<file path="src/rtl/asynch_toggle_handshake_receiver_if.sv">
// Local consumer-side handshake bundle of the toggle CDC receiver.
// The receiver drives the request channel and the response-ready through the
// master modport; the local consumer uses the slave modport.
interface asynch_toggle_handshake_receiver_if #(
  parameter int BW_REQ_DATA  = 4,
  parameter int BW_RESP_DATA = 8
);
  logic                    req_valid;
  logic [BW_REQ_DATA-1:0]  req_data;
  logic                    req_ready;
  logic                    resp_ready;
  logic                    resp_valid;
  logic [BW_RESP_DATA-1:0] resp_data;

  modport master (
    output req_valid, req_data, resp_ready,
    input  req_ready, resp_valid, resp_data
  );

  modport slave (
    input  req_valid, req_data, resp_ready,
    output req_ready, resp_valid, resp_data
  );
endinterface

</file>
<file path="src/rtl/asynch_toggle_handshake_receiver.sv">
// Destination half of a two-phase toggle request/response CDC channel.
// The incoming {req_toggle, req_data} bundle is double-flop synchronized; a
// pending request (synchronized toggle differs from the local ack toggle) is
// presented once to the local consumer, its response is captured, and the ack
// toggle is flipped one cycle after the response data is already stable on
// the returned bundle.
module asynch_toggle_handshake_receiver #(
  parameter int BW_REQ_DATA  = 4,
  parameter int BW_RESP_DATA = 8
) (
  input  logic                    clk,
  input  logic                    rstnn,
  input  logic [BW_REQ_DATA:0]    asynch_req_bundle,
  output logic [BW_RESP_DATA:0]   asynch_resp_bundle,
  asynch_toggle_handshake_receiver_if.master local_if,
  output logic                    busy
);

  typedef enum logic [2:0] {
    ST_IDLE      = 3'd0,
    ST_SETTLE    = 3'd1,
    ST_REQ       = 3'd2,
    ST_WAIT_RESP = 3'd3,
    ST_ACK       = 3'd4
  } state_t;

  logic [BW_REQ_DATA:0]    sync_stage1_r;
  logic [BW_REQ_DATA:0]    sync_stage2_r;
  logic                    sync_tog_s;
  logic [BW_REQ_DATA-1:0]  sync_data_s;
  logic                    pending_s;

  state_t                  state_r;
  state_t                  state_nx_s;
  logic                    load_req_s;
  logic                    load_resp_s;
  logic                    flip_ack_s;

  logic                    ack_tog_r;
  logic [BW_REQ_DATA-1:0]  req_data_r;
  logic [BW_RESP_DATA-1:0] resp_data_r;

  // Two-flop synchronizer for the whole incoming bundle (always enabled).
  always_ff @(posedge clk or negedge rstnn) begin
    if (!rstnn) begin
      sync_stage1_r <= {(BW_REQ_DATA+1){1'b0}};
      sync_stage2_r <= {(BW_REQ_DATA+1){1'b0}};
    end else begin
      sync_stage1_r <= asynch_req_bundle;
      sync_stage2_r <= sync_stage1_r;
    end
  end

  assign sync_tog_s  = sync_stage2_r[BW_REQ_DATA];
  assign sync_data_s = sync_stage2_r[BW_REQ_DATA-1:0];
  assign pending_s   = sync_tog_s ^ ack_tog_r;

  // FSM state register.
  always_ff @(posedge clk or negedge rstnn) begin
    if (!rstnn) begin
      state_r <= ST_IDLE;
    end else begin
      state_r <= state_nx_s;
    end
  end

  // Next-state and register-load decode; SETTLE delays data capture by one
  // cycle so per-bit skew through the synchronizer has resolved.
  always_comb begin
    state_nx_s  = state_r;
    load_req_s  = 1'b0;
    load_resp_s = 1'b0;
    flip_ack_s  = 1'b0;
    case (state_r)
      ST_IDLE: begin
        if (pending_s) begin
          state_nx_s = ST_SETTLE;
        end else begin
          state_nx_s = ST_IDLE;
        end
      end
      ST_SETTLE: begin
        load_req_s = 1'b1;
        state_nx_s = ST_REQ;
      end
      ST_REQ: begin
        if (local_if.req_ready) begin
          state_nx_s = ST_WAIT_RESP;
        end else begin
          state_nx_s = ST_REQ;
        end
      end
      ST_WAIT_RESP: begin
        if (local_if.resp_valid) begin
          load_resp_s = 1'b1;
          state_nx_s  = ST_ACK;
        end else begin
          state_nx_s  = ST_WAIT_RESP;
        end
      end
      ST_ACK: begin
        flip_ack_s = 1'b1;
        state_nx_s = ST_IDLE;
      end
      default: begin
        state_nx_s = ST_IDLE;
      end
    endcase
  end

  // Payload and ack-toggle registers, updated only on the FSM transitions.
  always_ff @(posedge clk or negedge rstnn) begin
    if (!rstnn) begin
      req_data_r  <= {BW_REQ_DATA{1'b0}};
      resp_data_r <= {BW_RESP_DATA{1'b0}};
      ack_tog_r   <= 1'b0;
    end else begin
      if (load_req_s) begin
        req_data_r <= sync_data_s;
      end
      if (load_resp_s) begin
        resp_data_r <= local_if.resp_data;
      end
      if (flip_ack_s) begin
        ack_tog_r <= ~ack_tog_r;
      end
    end
  end

  assign local_if.req_valid  = (state_r == ST_REQ);
  assign local_if.resp_ready = (state_r == ST_WAIT_RESP);
  assign local_if.req_data   = req_data_r;
  assign busy                = (state_r != ST_IDLE);
  assign asynch_resp_bundle  = {ack_tog_r, resp_data_r};

endmodule

</file>
<file path="src/flat_wrapper.sv">
// flat-port wrapper written by rule: the top's interface ports become plain ports
module asynch_toggle_handshake_receiver_flat 
#(
  parameter int BW_REQ_DATA  = 4,
  parameter int BW_RESP_DATA = 8
)
  (clk, rstnn, asynch_req_bundle, asynch_resp_bundle, busy, local_if_req_valid, local_if_req_data, local_if_resp_ready, local_if_req_ready, local_if_resp_valid, local_if_resp_data);
  asynch_toggle_handshake_receiver_if #(.BW_REQ_DATA(BW_REQ_DATA), .BW_RESP_DATA(BW_RESP_DATA)) local_if_i ();
  input  logic clk;
  input  logic rstnn;
  input  logic [BW_REQ_DATA:0] asynch_req_bundle;
  output logic [BW_RESP_DATA:0] asynch_resp_bundle;
  output logic busy;
  output wire logic [$bits(local_if_i.req_valid)-1:0] local_if_req_valid;
  output wire logic [$bits(local_if_i.req_data)-1:0] local_if_req_data;
  output wire logic [$bits(local_if_i.resp_ready)-1:0] local_if_resp_ready;
  input wire logic [$bits(local_if_i.req_ready)-1:0] local_if_req_ready;
  input wire logic [$bits(local_if_i.resp_valid)-1:0] local_if_resp_valid;
  input wire logic [$bits(local_if_i.resp_data)-1:0] local_if_resp_data;
  assign local_if_req_valid = local_if_i.req_valid;
  assign local_if_req_data = local_if_i.req_data;
  assign local_if_resp_ready = local_if_i.resp_ready;
  assign local_if_i.req_ready = local_if_req_ready;
  assign local_if_i.resp_valid = local_if_resp_valid;
  assign local_if_i.resp_data = local_if_resp_data;
  asynch_toggle_handshake_receiver #(.BW_REQ_DATA(BW_REQ_DATA), .BW_RESP_DATA(BW_RESP_DATA)) u_core (.clk(clk), .rstnn(rstnn), .asynch_req_bundle(asynch_req_bundle), .asynch_resp_bundle(asynch_resp_bundle), .local_if(local_if_i), .busy(busy));
endmodule
</file>
<file path="config.mk">
export PLATFORM = sky130hd
export DESIGN_NAME = asynch_toggle_handshake_receiver_flat
export DESIGN_NICKNAME = d
export VERILOG_FILES = /design/src/rtl/asynch_toggle_handshake_receiver_if.sv /design/src/rtl/asynch_toggle_handshake_receiver.sv /design/src/flat_wrapper.sv
export SDC_FILE = /design/constraint.sdc
export NUM_CORES = 1
export LEC_CHECK = 0
export ABC_AREA = 0
export CORE_MARGIN = 2
export CORE_UTILIZATION = 46
export DETAILED_ROUTE_END_ITERATION = 12
export MAX_ROUTING_LAYER = met4
export PLACE_DENSITY = 0.81
export RECOVER_POWER = 50
export SYNTH_ARGS = -nofsm -noshare
export SYNTH_HDL_FRONTEND = slang
export SYNTH_SLANG_ARGS = --single-unit
export TNS_END_PERCENT = 1
</file>
<file path="constraint.sdc">
create_clock -name clk -period 2.8 [get_ports clk]
set_clock_uncertainty 0.2 [all_clocks]
set_input_delay 0.28 -clock clk [delete_from_list [all_inputs] [get_ports clk]]
set_output_delay 0.28 -clock clk [all_outputs]
set_load 0.02 [all_outputs]
</file>
==> results_dict.tcl, run 1 <==
set metrics [dict create \
    avgSynthCellArea_um2 17.36 \
    cts_tree "built" \
    dieArea_um2 2456 \
    drv_slew 0 \
    die_h_um 49.56 \
    ys_warn_count 0 \
    clock-sinks 26 \
    fin_tns_setup_ns 0 \
    tightest_slew_ns 1.302 \
    cap_violations 0 \
    ys_ff_latch 26 \
    root_buffer "clkbuf_4" \
    postSynthCellCount 55 \
    clockBufferDepth 2 \
    via_per_inst 4.750 \
    synth.yosys.seq_area_share 0.6815 \
    final_cell_mix "clkdlybuf4s50_1 (26), dfrtp_1 (26), mux2_2 (12), dlygate4sd3_1 (6), clkbuf_4 (3)" \
    ir_drop_v 0.0007918 \
    hold_viol 0 \
    gp_congestion 0.6988 \
    totalWireLength_um 1438 \
    crit_fanout 10 \
    via_count 551 \
    overflow 0 \
    finalCritPeriodShare 0.8259 \
    grt_pass1_wl_um 2622 \
    arrival_ns 1.83 \
    clk_pin_slew_worst_paths_ns 0.13 \
    crit_type "flip-flop to output pin" \
    setup_viol 0 \
    grt_pass1_vias 539 \
    syn-num-nets 72 \
    timing.final.crit_period_ns 2.312 \
    fmax_mhz 432.5 \
    fin_ws_ns 0.4876 \
    core_um2 1962 \
    first_iter_violations 2 \
    p_per_area_nw_per_um2 1113 \
    rsz0062_at_grt "no" \
    post_drt_wl_per_cell_um 12.40 \
    nets 107 \
    drc 0 \
    die_w_um 49.56 \
    nFillCells 160 \
    postRouteAntennaNets 0 \
    syn_area_um2 954.7 \
    insertedDiodeCount 0 \
    cts_buffers 3 \
    cts_setup_buffers 0 \
    relSlewSlack 0.1323 \
    crit_required_ns 2.32 \
    initial_core_util 0.4866 \
    num_rows 16 \
    antenna_found_initial 0 \
    cts.repair.resized 0 \
    hp-class "flip-flop to flip-flop" \
    clkLatencyLatePin_ns 0.31 \
    pin_count 33 \
    area_delta_synth_final_pct 40.24 \
    portBuffers 32 \
    grt_start_max_net_pins 27 \
    drive_gt1_frac 0.2135 \
    dr.pass1.iters 4 \
    leakage_nw 0.5797 \
    synth.distinct_cells 16 \
    track_usage 0.1467 \
    cp-end-kind "output pin" \
    place_hpwl_um 1068 \
    status "finished, final reports clean" \
    cts-htree-levels 1 \
    postCtsHoldBufs 0 \
    start_kind "flip-flop" \
    pre_cts_ws_ns 0.8399 \
]
## through the flow
stage / cell area [um^2] / cells / utilization / power [mW] / hold slack [ns]
5_1_grt: 1339 / 116 / 0.6824 / 1.582 / 0.1791
6_report: 1339 / 116 / 0.6824 / 1.490 / 0.1642
4_1_cts: 1343 / 116 / 0.6843 / 1.515 / 0.1139
3_3_place_gp: 1290 / 112 / 0.6575 / 1.238 / 0.1330
3_5_place_dp: 1290 / 112 / 0.6575 / 1.262 / 0.1347
2_1_floorplan: 954.7 / 55 / - / 0.9805 / -0.2156
## Yosys cell counts
| library cell | number | area share |
|---|---|---|
| a31oi_1 | 1 | 0.0066 |
| and3b_1 | 1 | 0.0092 |
| buf_4 | 2 | 0.016 |
| buf_6 | 1 | 0.012 |
| dfrtp_1 | 26 | 0.68 |
| inv_1 | 1 | 0.0039 |
| mux2_2 | 12 | 0.14 |
| nand4b_4 | 1 | 0.025 |
| nor3b_1 | 2 | 0.016 |
| nor3b_4 | 1 | 0.020 |
| o211ai_2 | 1 | 0.013 |
| o21bai_1 | 1 | 0.0079 |
| or3_1 | 1 | 0.0066 |
| or4bb_1 | 2 | 0.024 |
| xnor2_1 | 1 | 0.0092 |
| xor2_1 | 1 | 0.0092 |
## per-layer routing
| metal | wire length, um | vias up | global-route usage |
|---|---|---|---|
| met2 | 770 | 14 | 0.2156 |
| met5 | 0 | - | - |
| met4 | 12 | 0 | 0.08333 |
| li1 | - | 257 | - |
| met1 | 610 | 278 | 0.1980 |
| met3 | 43 | 2 | 0.01818 |
## where the power goes
part	switching, mW	internal (mW)	leakage, nW
logic	0.284	0.364	0.244
clock network	0.104	0.145	0.0279
registers	0.0983	0.496	0.308
## critical path, cell delays in order (launching register included)
cell	delay, ns
dfrtp_1	0.53
or3_1	0.44
clkdlybuf4s50_1	0.56
## cells by family after synthesis
| kind of cell | count (synthesis) | share of synthesized area |
|---|---|---|
| and+or+nand+nor | 8 | 0.09961 |
| buffers and inverters | 4 | 0.03145 |
| DFF | 26 | 0.6815 |
| xor gates and xnor gates | 2 | 0.01835 |
| muxes | 12 | 0.1415 |
| AOI/OAI and AO/OA | 3 | 0.02753 |
## worst paths after layout
kind	from	endpoint	slack (ns)	cells after the start
worst max-delay path	u_core.state_r[1]$_DFF_PN0_	busy	0.49	2
worst min-delay path	u_core.sync_stage1_r[3]$_DFF_PN0_	u_core.sync_stage2_r[3]$_DFF_PN0_	0.16	0
worst max register to register	u_core.state_r[0]$_DFF_PN0_	u_core.local_if.req_data[0]$_DFFE_PN0P_	1.22	2
worst min register to register	u_core.sync_stage1_r[3]$_DFF_PN0_	u_core.sync_stage2_r[3]$_DFF_PN0_	0.16	0
max in group asynchronous	rstnn	u_core.resp_data_r[0]$_DFFE_PN0P_	1.08	2
min in group asynchronous	rstnn	u_core.local_if.req_data[1]$_DFFE_PN0P_	0.56	2
## state kept, by name, indices dropped and copies added (netlist names)
register and flops:
u_core.resp_data_r 8, u_core.sync_stage1_r 5, u_core.sync_stage2_r 5, u_core.local_if.req_data 4, u_core.state_r 3, u_core.ack_tog_r 1
## area by class of cell
cell class | count | area [um^2] | area share
inverter | 1 | 3.754 | 0.002804
multi-input combinational | 25 | 274.0 | 0.2047
clock inverter | 1 | 30.03 | 0.02243
tap | 27 | 33.78 | 0.02523
clock buffer | 3 | 22.52 | 0.01682
timing repair buffer | 33 | 324.1 | 0.2421
sequential | 26 | 650.6 | 0.4860
Power figures use the tool's default switching activity.
==> inputs of run 2 (changes only) <==
- CORE_UTILIZATION: 46 -> 39
- PLACE_DENSITY: 0.81 -> 0.73
- clock period: 2.8 -> 2.1 ns (I/O delays scaled with it)
==> results_dict.tcl, run 2 (synthesis gave the netlist of run 1 again) <==
set metrics [dict create \
    cp_slowest_cell "dfrtp_1" \
    totalWireLength_um 1576 \
    root_buffer "clkbuf_4" \
    track_usage 0.1395 \
    die_w_um 53.48 \
    gp_congestion 0.6228 \
    setup_viol 0 \
    largest_registers "u_core.resp_data_r (8), u_core.sync_stage1_r (5), u_core.sync_stage2_r (5)" \
    top_register "u_core.resp_data_r" \
    portBuffers 32 \
    via_count 561 \
    largest_reg_flops 8 \
    first_iter_violations 1 \
    r2r-end "u_core.local_if.req_data[2]$_DFFE_PN0P_" \
    path_cells "or3_1 -> dlygate4sd2_1" \
    hp-class "flip-flop to flip-flop" \
    pre_cts_ws_ns 0.3159 \
    pin_count 33 \
    tightest_slew_ns 1.347 \
    via_per_inst 4.714 \
    dr.pass1.iters 2 \
    clkLatencyLatePin_ns 0.31 \
    insertedDiodeCount 0 \
    cts_tree "built" \
    status "finished, final reports clean" \
    timing.final.crit_period_ns 1.903 \
    clock-sinks 26 \
    cts_setup_buffers 0 \
    dieArea_um2 2860 \
    hold_path.startpoint "u_core.sync_stage1_r[4]$_DFF_PN0_" \
    relSlewSlack 0.1017 \
    hold_depth 0 \
    num_rows 17 \
    cap_violations 0 \
    die_h_um 53.48 \
    fin_ws_ns 0.1967 \
    hold_end "u_core.sync_stage2_r[4]$_DFF_PN0_" \
    grt_start_max_net_pins 27 \
    finalCritPeriodShare 0.9063 \
    final_common_cell "dfrtp_1" \
    drv_slew 0 \
    postRouteAntennaNets 0 \
    arrival_ns 1.49 \
    p_per_area_nw_per_um2 1476 \
    final_cell_mix "dfrtp_1 (25), clkdlybuf4s50_1 (24), mux2_2 (12), dlygate4sd3_1 (5), clkbuf_4 (3)" \
    start_kind "flip-flop" \
    cpPeakStageDelay_ns 0.44 \
    hold_viol 0 \
    clk_pin_slew_worst_paths_ns 0.13 \
    cts_buffers 3 \
    crit_fanout 5 \
    drive_gt1_frac 0.2418 \
    rsz0062_at_grt "no" \
    post_drt_wl_per_cell_um 13.24 \
    crit_required_ns 1.69 \
    initial_core_util 0.4234 \
    nets 109 \
    r2r_slack_ns 0.53 \
    drc 0 \
    area_delta_synth_final_pct 42.46 \
    instances_no_fill 119 \
    antenna_found_initial 0 \
    fin_tns_setup_ns 0 \
    overflow 0 \
    grt_pass1_vias 579 \
    cts-htree-levels 1 \
    leakage_nw 0.6142 \
    place_hpwl_um 1149 \
    core_um2 2255 \
    ir_drop_v 0.0009137 \
    dp.cells 115 \
    fmax_mhz 525.4 \
    grt_pass1_wl_um 2704 \
    cp-end-kind "output pin" \
    reg2reg_depth 3 \
    rr_startpoint "u_core.state_r[1]$_DFF_PN0_" \
    crit_type "flip-flop to output pin" \
    clockBufferDepth 2 \
]
[run 2: cell types whose count changed in the layout (fill, tap and decap cells not counted)]
cell,delta
buf_4,+2
clkdlybuf4s50_1,-2
dfrtp_1,-1
dfrtp_2,+1
dlygate4sd2_1,+1
dlygate4sd3_1,-1
dlymetal6s2s_1,+2
[run 2: worst max path at each step]
stage	from	to	slack, ns
2_1_floorplan	u_core.state_r[0]$_DFF_PN0_	local_if_req_valid	0.66
3_3_place_gp	u_core.state_r[2]$_DFF_PN0_	busy	0.34
3_5_place_dp	u_core.state_r[2]$_DFF_PN0_	busy	0.32
4_1_cts	u_core.state_r[2]$_DFF_PN0_	local_if_resp_ready	0.05
5_1_grt	rstnn	u_core.state_r[2]$_DFF_PN0_	0.08
6_report	u_core.state_r[0]$_DFF_PN0_	busy	0.20
[run 2: per-layer routing]
layer,routed length [um],up-vias,part of all wire,global-route usage
met5,0,-,0,-
met4,32,0,0.020,0.06410
met3,109,4,0.069,0.03107
met2,799,21,0.51,0.2202
met1,635,270,0.40,0.1703
li1,-,266,-,-
[run 2: report_power, final]
part / switching [mW] / leakage [nW] / internal, mW
Sequential: 0.103 / 0.307 / 0.663
Clock: 0.142 / 0.0279 / 0.193
Combinational: 0.410 / 0.280 / 0.497
[run 2: per-stage QoR]
stage | total power [mW] | hold slack [ns] | cell area, um^2 | util
finish | 2.007 | 0.1616 | 1360 | 0.6032
global route | 2.134 | 0.1773 | 1360 | 0.6032
CTS | 2.042 | 0.04191 | 1359 | 0.6027
detailed placement | 1.709 | 0.1347 | 1306 | 0.5794
global placement | 1.682 | 0.1321 | 1306 | 0.5794
floorplan | 1.307 | -0.2856 | 954.7 | -
[run 2: critical path, delay by kind of cell (launching register included)]
family / cells / cell delay [ns]
buffers and inverters: 1 / 0.33
and+or+nand+nor: 1 / 0.41
DFF: 1 / 0.44
[run 2: timing repair]
item | CTS | global route
setup endpoints to repair | 1 | 2
gates resized for setup | 2 | 2
hold buffers | 0 | 0
[run 2: cell type report]
type | count | area, um^2
Inverter | 1 | 3.754
Clock buffer | 3 | 22.52
Multi-Input combinational cell | 25 | 274.0
Tap cell | 28 | 35.03
Sequential cell | 26 | 651.9
Clock inverter | 1 | 30.03
Timing Repair Buffer | 35 | 342.8
Fill cell | 192 | 894.6
